<file path="src/rtl/rep_link_pkg.sv">
// Shared types and defaults for the triple-repetition serial link.
// Used by both the transmit encoder and the majority-voter receiver.
package rep_link_pkg;

  localparam int REP_COUNT  = 3;
  localparam int REP_DATA_W = 8;

  typedef enum logic {
    IDLE = 1'b0,
    SEND = 1'b1
  } rep_state_e;

  function automatic int cnt_w(input int n);
    return (n > 1) ? $clog2(n) : 1;
  endfunction

endpackage

</file>
<file path="src/rtl/rep3_tx_encoder.sv">
// Repetition-code transmitter: serialises a word LSB first,
// holding each bit for REP cycles for far-end majority voting.
module rep3_tx_encoder
  import rep_link_pkg::*;
#(
  parameter int DATA_W = REP_DATA_W,
  parameter int REP    = REP_COUNT
) (
  input  logic              clk,
  input  logic              rst,
  input  logic [DATA_W-1:0] in_data,
  input  logic              in_valid,
  output logic              in_ready,
  output logic              tx_bit,
  output logic              tx_valid,
  output logic              tx_first,
  output logic              busy
);

  localparam int RCW = cnt_w(REP);
  localparam int BCW = cnt_w(DATA_W);

  localparam logic [RCW-1:0] REP_LAST = RCW'(REP - 1);
  localparam logic [BCW-1:0] BIT_LAST = BCW'(DATA_W - 1);

  if (REP < 3 || (REP % 2) == 0) begin : g_bad_rep
    $error("rep3_tx_encoder: REP must be odd and >= 3");
  end

  if (DATA_W < 1) begin : g_bad_w
    $error("rep3_tx_encoder: DATA_W must be >= 1");
  end

  rep_state_e        state_q, state_d;
  logic [RCW-1:0]    rep_cnt_q, rep_cnt_d;
  logic [BCW-1:0]    bit_cnt_q, bit_cnt_d;
  logic [DATA_W-1:0] shreg_q, shreg_d;
  logic [DATA_W-1:0] shifted;
  logic              tx_bit_q, tx_bit_d;
  logic              tx_valid_q, tx_valid_d;
  logic              tx_first_q, tx_first_d;
  logic              busy_q, busy_d;
  logic              rep_last;
  logic              bit_last;
  logic              frame_last;
  logic              accept;

  assign rep_last   = (rep_cnt_q == REP_LAST);
  assign bit_last   = (bit_cnt_q == BIT_LAST);
  assign frame_last = (state_q == SEND) && rep_last && bit_last;
  assign shifted    = shreg_q >> 1;

  assign in_ready = !rst && ((state_q == IDLE) || frame_last);
  assign accept   = in_valid && in_ready;

  // shreg_q[0] is always the bit currently on the wire
  always_comb begin
    state_d    = state_q;
    rep_cnt_d  = rep_cnt_q;
    bit_cnt_d  = bit_cnt_q;
    shreg_d    = shreg_q;
    tx_bit_d   = 1'b0;
    tx_valid_d = 1'b0;
    tx_first_d = 1'b0;
    busy_d     = 1'b0;
    if (accept) begin
      state_d    = SEND;
      rep_cnt_d  = '0;
      bit_cnt_d  = '0;
      shreg_d    = in_data;
      tx_bit_d   = in_data[0];
      tx_valid_d = 1'b1;
      tx_first_d = 1'b1;
      busy_d     = 1'b1;
    end else begin
      unique case (state_q)
        IDLE: begin
          state_d = IDLE;
        end
        SEND: begin
          if (frame_last) begin
            state_d   = IDLE;
            rep_cnt_d = '0;
            bit_cnt_d = '0;
            shreg_d   = '0;
          end else if (rep_last) begin
            rep_cnt_d  = '0;
            bit_cnt_d  = bit_cnt_q + BCW'(1);
            shreg_d    = shifted;
            tx_bit_d   = shifted[0];
            tx_valid_d = 1'b1;
            busy_d     = 1'b1;
          end else begin
            rep_cnt_d  = rep_cnt_q + RCW'(1);
            tx_bit_d   = shreg_q[0];
            tx_valid_d = 1'b1;
            busy_d     = 1'b1;
          end
        end
        default: begin
          state_d = IDLE;
        end
      endcase
    end
  end

  always_ff @(posedge clk) begin
    if (rst) begin
      state_q    <= IDLE;
      rep_cnt_q  <= '0;
      bit_cnt_q  <= '0;
      shreg_q    <= '0;
      tx_bit_q   <= 1'b0;
      tx_valid_q <= 1'b0;
      tx_first_q <= 1'b0;
      busy_q     <= 1'b0;
    end else begin
      state_q    <= state_d;
      rep_cnt_q  <= rep_cnt_d;
      bit_cnt_q  <= bit_cnt_d;
      shreg_q    <= shreg_d;
      tx_bit_q   <= tx_bit_d;
      tx_valid_q <= tx_valid_d;
      tx_first_q <= tx_first_d;
      busy_q     <= busy_d;
    end
  end

  assign tx_bit   = tx_bit_q;
  assign tx_valid = tx_valid_q;
  assign tx_first = tx_first_q;
  assign busy     = busy_q;

endmodule
</file>
<file path="config.mk">
export PLATFORM = sky130hd
export DESIGN_NAME = rep3_tx_encoder
export DESIGN_NICKNAME = d
export VERILOG_FILES = /design/src/rtl/rep_link_pkg.sv /design/src/rtl/rep3_tx_encoder.sv
export SDC_FILE = /design/constraint.sdc
export NUM_CORES = 1
export LEC_CHECK = 0
export BUFFER_PORTS_ARGS = -buffer_cell sky130_fd_sc_hd__clkbuf_2
export CORE_MARGIN = 2
export CORE_UTILIZATION = 53
export DETAILED_ROUTE_END_ITERATION = 10
export PLACE_DENSITY = 0.76
export SLEW_MARGIN = 20
export SYNTH_ARGS = -nofsm -noshare
export SYNTH_HDL_FRONTEND = slang
export SYNTH_SLANG_ARGS = --single-unit
</file>
<file path="constraint.sdc">
create_clock -name clk -period 1.8 [get_ports clk]
set_input_delay 0.18 -clock clk [delete_from_list [all_inputs] [get_ports clk]]
set_output_delay 0.18 -clock clk [all_outputs]
set_load 0.03 [all_outputs]
</file>
==> results of run 1 <==
==> layout make-up <==
class	instances	area, um2
fillers	133	569
clock buffers	4	36.3
repair buffers	19	105
flip-flops and latches	16	320
well taps	16	20.0
multi-input cells	61	490
==> power breakdown <==
part,switching [mW],total (mW),internal (mW)
clock,0.114,0.237,0.123
combinational,0.0636,0.114,0.0505
sequential,0.0147,0.389,0.374
total,0.192,0.740,0.547
==> Yosys cell counts (all sizes together) (2+ instances only) <==
cell / number
nor2b: 2
nor3b: 8
nand2: 2
ha: 2
a211oi: 7
buf: 7
nor2: 7
nor3: 11
nand3b: 2
dfxtp: 16
a21oi: 12
==> worst max path at each step <==
| stage | start | endpoint | slack [ps] |
|---|---|---|---|
| final | bit_cnt_q[0]$_SDFFE_PP0P_ | in_ready | 90 |
| after global routing | bit_cnt_q[0]$_SDFFE_PP0P_ | in_ready | 10 |
| after CTS | bit_cnt_q[0]$_SDFFE_PP0P_ | in_ready | 80 |
| after detailed placement | bit_cnt_q[0]$_SDFFE_PP0P_ | shreg_q[1]$_SDFFE_PP0P_ | 280 |
| after global placement | bit_cnt_q[0]$_SDFFE_PP0P_ | shreg_q[4]$_SDFFE_PP0P_ | 350 |
| after floorplan | bit_cnt_q[0]$_SDFFE_PP0P_ | in_ready | 220 |
==> worst reg2reg max path, cell delays in order, from the launching register on <==
cell,delay (ps)
dfxtp_1,380
ha_1,170
ha_1,230
nand4b_2,210
buf_4,220
a21oi_1,170
nor3_2,50
==> cells in the final DEF, fill, tap and decap left out <==
| master | count |
|---|---|
| a211oi_2 | 5 |
| a22oi_1 | 1 |
| a211oi_1 | 2 |
| nand3b_1 | 2 |
| ha_1 | 2 |
| nor2b_1 | 2 |
| clkbuf_2 | 15 |
| nor2_1 | 7 |
| mux2i_1 | 1 |
| clkbuf_8 | 1 |
| nor3b_1 | 2 |
| a21boi_1 | 1 |
| nand4b_2 | 1 |
| buf_4 | 4 |
| nor3b_2 | 6 |
| dfxtp_1 | 16 |
| and2b_1 | 1 |
| nand2b_1 | 1 |
| nand2_4 | 1 |
| nor3_2 | 8 |
| clkbuf_4 | 3 |
| nor3_1 | 3 |
| mux2_2 | 1 |
| a32oi_1 | 1 |
| nand2_1 | 1 |
| a21oi_1 | 12 |
==> layer usage <==
layer,routed length [um],vias to the layer above,track usage [%]
li1,-,337,-
met1,757,318,25.3
met2,825,19,32.2
met3,101,2,5.20
met4,20,0,10.6
met5,0,-,0
==> per-stage QoR <==
stage | hold WS (ps) | util [%]
floorplan | 301 | -
global route | 134 | 63.1
detailed placement | 427 | 60.7
CTS | 126 | 63.1
global placement | 412 | 60.7
finish | 137 | 63.1
==> cells by family (layout without fill, tap and decap cells) <==
kind of cell	after synthesis	in the layout	share of synthesized area [%]
and+or+nand+nor	35	35	32.1
muxes	2	2	2.41
buffers and inverters	8	23	8.08
DFF	16	16	36.3
adders and majority gates	2	2	2.84
AOI/OAI and AO/OA	22	22	18.3
==> state kept, by name (all words and copies together), names as in the netlist <==
register / cells
tx_bit: 1
tx_first: 1
shreg_q: 8
state_q: 1
bit_cnt_q: 3
rep_cnt_q: 2
==> results_dict.tcl, run 1 <==
set metrics [dict create \
    port_buffers 15 \
    area_growth_pct 10.2 \
    tns_ps 0 \
    yosys_warnings 0 \
    rows 14 \
    synth_top_area_share_pct 36.3 \
    finalWeightedCongestion 0.766 \
    htree_levels 1 \
    async_flop_share_pct 0 \
    criticalPathCategory "flop to output port" \
    crit_family "adder cells" \
    rsz0062_at_grt "false" \
    total_power_mw 0.740 \
    hold_viol_final 0 \
    critPathMaxStageDelay_ps 340 \
    post-synth-top-area-cell "dfxtp_1" \
    synth_edf_count 0 \
    vias 676 \
    clockRootBuffer "clkbuf_4" \
    synthFlopType "dfxtp_1" \
    setup.worst_path.end_class "output port" \
    dp.cells 112 \
    drcViolationCount 0 \
    holdPathStages 3 \
    die_x_um 44.8 \
    cts_buffers 3 \
    min_to "shreg_q[1]$_SDFFE_PP0P_" \
    cp.arrival_ps 1530 \
    instances_no_fill 116 \
    crit_chain "ha_1 -> ha_1 -> a21boi_1 -> nor2_1 -> clkbuf_2" \
    fp.dieH_um 44.8 \
    clockBufferDepth 2 \
    antenna_found_initial 0 \
    critPathMaxFanout 4 \
    fin_crit_sh_pct 94.9 \
    grt_max_degree 21 \
    syn_nets 98 \
    seq_area_frac_synth_pct 36.3 \
    post_dp_cell_area_um2 936 \
    worstReg2RegEnd "shreg_q[3]$_SDFFE_PP0P_" \
    grt_pass1_vias 661 \
    grt_overflow_total 0 \
    cts_tree "yes" \
    ys_types 27 \
    pin_count 16 \
    critPathSlowestCell "dfxtp_1" \
    wl_mm 1.71 \
    tightest_slew_ps 431 \
    nNetsFinal 114 \
    relSlewSlack_pct 71.3 \
    crit_top_cell "ha_1" \
    p_leak_nw 0.393 \
    max_freq_mhz 586 \
    dieArea_um2 2010 \
    clock-sinks 16 \
    holdBufCountCts 0 \
    n_antenna_cell 0 \
    slew_violations 0 \
    reg2reg_setup_slack_ps 270 \
    coreArea_um2 1540 \
    final.setup_skew_ps 5.76 \
    hold_start "in_data[1]" \
    clkTransAtPathRegs_ps 100 \
    vias_per_cell 5.83 \
    finalSetupViolCount 0 \
    drt_pre_antenna_iters 6 \
    synthTopCellsByArea "dfxtp_1, nor3_2, nor3b_2" \
    place_hpwl_mm 1.20 \
    reg2reg_depth 6 \
    wl_per_cell_um 14.7 \
    cp.depth 5 \
    postRouteAntennaNets 0 \
    synth_seq_cells 16 \
    pwr_density_cell_nw_per_um2 761 \
    detail_route.iter0.violations 4 \
    fin_crit_ps 1710 \
    final_area_um2 972 \
    startpoint_type "flop" \
    drive_gt1_share_pct 45.0 \
    postCtsResizedCells 0 \
    clock_latency_ps 290 \
    irDropWorstVdd_v 0.000478 \
    worstReg2RegStart "bit_cnt_q[0]$_SDFFE_PP0P_" \
    synth_cells 85 \
    cp.required_ps 1620 \
    grt_pass1_wl_mm 2.88 \
    timing.max_cap.violations 0 \
    post_cts_buffers 0 \
    grt.total_usage_pct 20.3 \
    critical_path_buf_inv_count 1 \
    min_path_type "input port to flop" \
    synth_area_um2 882 \
    status "finished, final reports clean" \
    synth.avg_cell_area_um2 10.4 \
    start_util_pct 57.2 \
    dpl_worst_slack_ps 281 \
    fin_ws_ps 92.2 \
]
Power figures use the tool's default switching activity.
==> run 2, diff against run 1 <==
==> constraint.sdc (replaced) <==
create_clock -name clk -period 1.8 [get_ports clk]
set_input_delay 0.27 -clock clk [delete_from_list [all_inputs] [get_ports clk]]
set_output_delay 0.27 -clock clk [all_outputs]
set_load 0.03 [all_outputs]
==> results_dict.tcl, run 2 (synthesis results as in run 1) <==
set metrics [dict create \
    clockRootBuffer "clkbuf_4" \
    fp.dieH_um 44.8 \
    power.share.combinational_pct 15.6 \
    total_power_mw 0.744 \
    finalWeightedCongestion 0.796 \
    mostFrequentLayoutCells "dfxtp_1, clkbuf_2, a21oi_1, nor3_2, nor2_1" \
    reg2reg_setup_slack_ps 330 \
    pwr_density_cell_nw_per_um2 746 \
    cp.arrival_ps 1460 \
    largest_reg_flops 8 \
    reg_top3 "shreg_q: 8 flops, bit_cnt_q: 3 flops, rep_cnt_q: 2 flops" \
    drcViolationCount 0 \
    p_sw_share_pct 26.1 \
    criticalPathCategory "flop to output port" \
    coreArea_um2 1540 \
    holdBufCountCts 0 \
    holdPathStages 3 \
    fin_crit_ps 1730 \
    slew_violations 0 \
    worstReg2RegEnd "shreg_q[4]$_SDFFE_PP0P_" \
    finalSetupViolCount 0 \
    startpoint "bit_cnt_q[0]$_SDFFE_PP0P_" \
    wl_per_cell_um 14.7 \
    antenna_found_initial 0 \
    cp.required_ps 1530 \
    dieArea_um2 2010 \
    fillers 120 \
    irDropWorstVdd_v 0.000401 \
    die_x_um 44.8 \
    clkTransAtPathRegs_ps 90 \
    drive_gt1_share_pct 48.5 \
    pin_count 16 \
    drt_pre_antenna_iters 4 \
    reg2reg_depth 6 \
    relSlewSlack_pct 81.0 \
    tightest_slew_ps 284 \
    finalCoreUtilization_pct 64.7 \
    grt_max_degree 21 \
    postRouteAntennaNets 0 \
    critPathMaxStageDelay_ps 340 \
    clock-sinks 16 \
    setup.worst_path.end_class "output port" \
    critical_path_buf_inv_count 1 \
    startpoint_type "flop" \
    place_hpwl_mm 1.23 \
    max_freq_mhz 579 \
    cts_tree "yes" \
    grt_pass1_wl_mm 2.94 \
    port_buffers 15 \
    clockBufferDepth 2 \
    post_dp_cell_area_um2 943 \
    timing.max_cap.violations 0 \
    fin_ws_ps 72.2 \
    min_path_type "input port to flop" \
    rows 14 \
    grt_overflow_total 0 \
    p_leak_nw 0.396 \
    grt.total_usage_pct 20.5 \
    critPathSlowestCell "dfxtp_2" \
    rsz0062_at_grt "false" \
    instances_no_fill 117 \
    crit_path_end "in_ready" \
    htree_levels 1 \
    largest-register "shreg_q" \
    n_antenna_cell 0 \
    final_area_um2 997 \
    pwr-share-clk_pct 32.0 \
    tns_ps 0 \
    hold_viol_final 0 \
    dpl_worst_slack_ps 176 \
    pwr-share-seq_pct 52.4 \
    fin_crit_sh_pct 96.0 \
    wl_mm 1.72 \
    detail_route.iter0.violations 15 \
    cp.depth 5 \
    final.setup_skew_ps 5.26 \
    hold_ws_ps 215 \
    nNetsFinal 115 \
    crit_chain "ha_1 -> ha_4 -> a21boi_2 -> nor2_1 -> clkbuf_2" \
    status "finished, final reports clean" \
    p_int_mw 0.550 \
    final-seq-area_um2 322 \
    multiInputGateArea_um2 507 \
    vias_per_cell 5.95 \
    grt_pass1_vias 634 \
    switchingPower_mw 0.194 \
    cts_buffers 3 \
    wl_met1_um 794 \
    worstReg2RegStart "bit_cnt_q[0]$_SDFFE_PP0P_" \
    area_growth_pct 13.0 \
    dr_wl_met3_um 102 \
    post_cts_buffers 0 \
    clock_latency_ps 290 \
    crit_family "adder cells" \
    critPathMaxFanout 7 \
    met2_wirelength_um 784 \
    dp.cells 113 \
    top_layer_used "met4" \
    start_util_pct 57.2 \
    vias 696 \
]
## run 2: final cells by class
cell class | instances | area share, %
well taps | 16 | 2.01
repair buffers | 20 | 11.3
multi-input cells | 61 | 50.8
flip-flops and latches | 16 | 32.2
clock buffers | 4 | 3.64
## run 2: worst min-delay path by stage
stage	to	slack, ps	startpoint
final	shreg_q[6]$_SDFFE_PP0P_	220	in_data[6]
after floorplan	state_q$_SDFF_PP0_	390	in_valid
after global routing	shreg_q[3]$_SDFFE_PP0P_	220	in_data[3]
after detailed placement	shreg_q[6]$_SDFFE_PP0P_	520	in_data[6]
after global placement	shreg_q[7]$_SDFFE_PP0P_	490	shreg_q[7]$_SDFFE_PP0P_
after CTS	shreg_q[6]$_SDFFE_PP0P_	220	in_data[6]
## run 2: power groups by stage
stage          sequential (mW)  combinational [mW]  clock, mW
6_report                 0.390               0.116      0.238
5_1_grt                  0.393               0.127      0.260
3_3_place_gp             0.396               0.114          0
3_5_place_dp             0.397               0.116          0
2_1_floorplan            0.401              0.0874          0
4_1_cts                  0.389               0.116      0.243
## run 2: layer usage
| layer | global-route usage (%) | up-vias |
|---|---|---|
| li1 | - | 338 |
| met2 | 29.9 | 23 |
| met4 | 10.6 | 0 |
| met1 | 28.6 | 330 |
| met3 | 4.00 | 5 |
| met5 | 0 | - |
## run 2: timing repair
action / CTS / global route
cloned: 0 / 0
resized for setup: 2 / 2
setup endpoints to repair: 1 / 1
## run 2: worst register-to-register path: cells and delay by family (launching register included)
family                   cells  cell delay [ps]
AO/OA/AOI/OAI                1               70
adder cells (fa/ha/maj)      2              390
AND/OR/NAND/NOR              3              580
flip-flops                   1              360
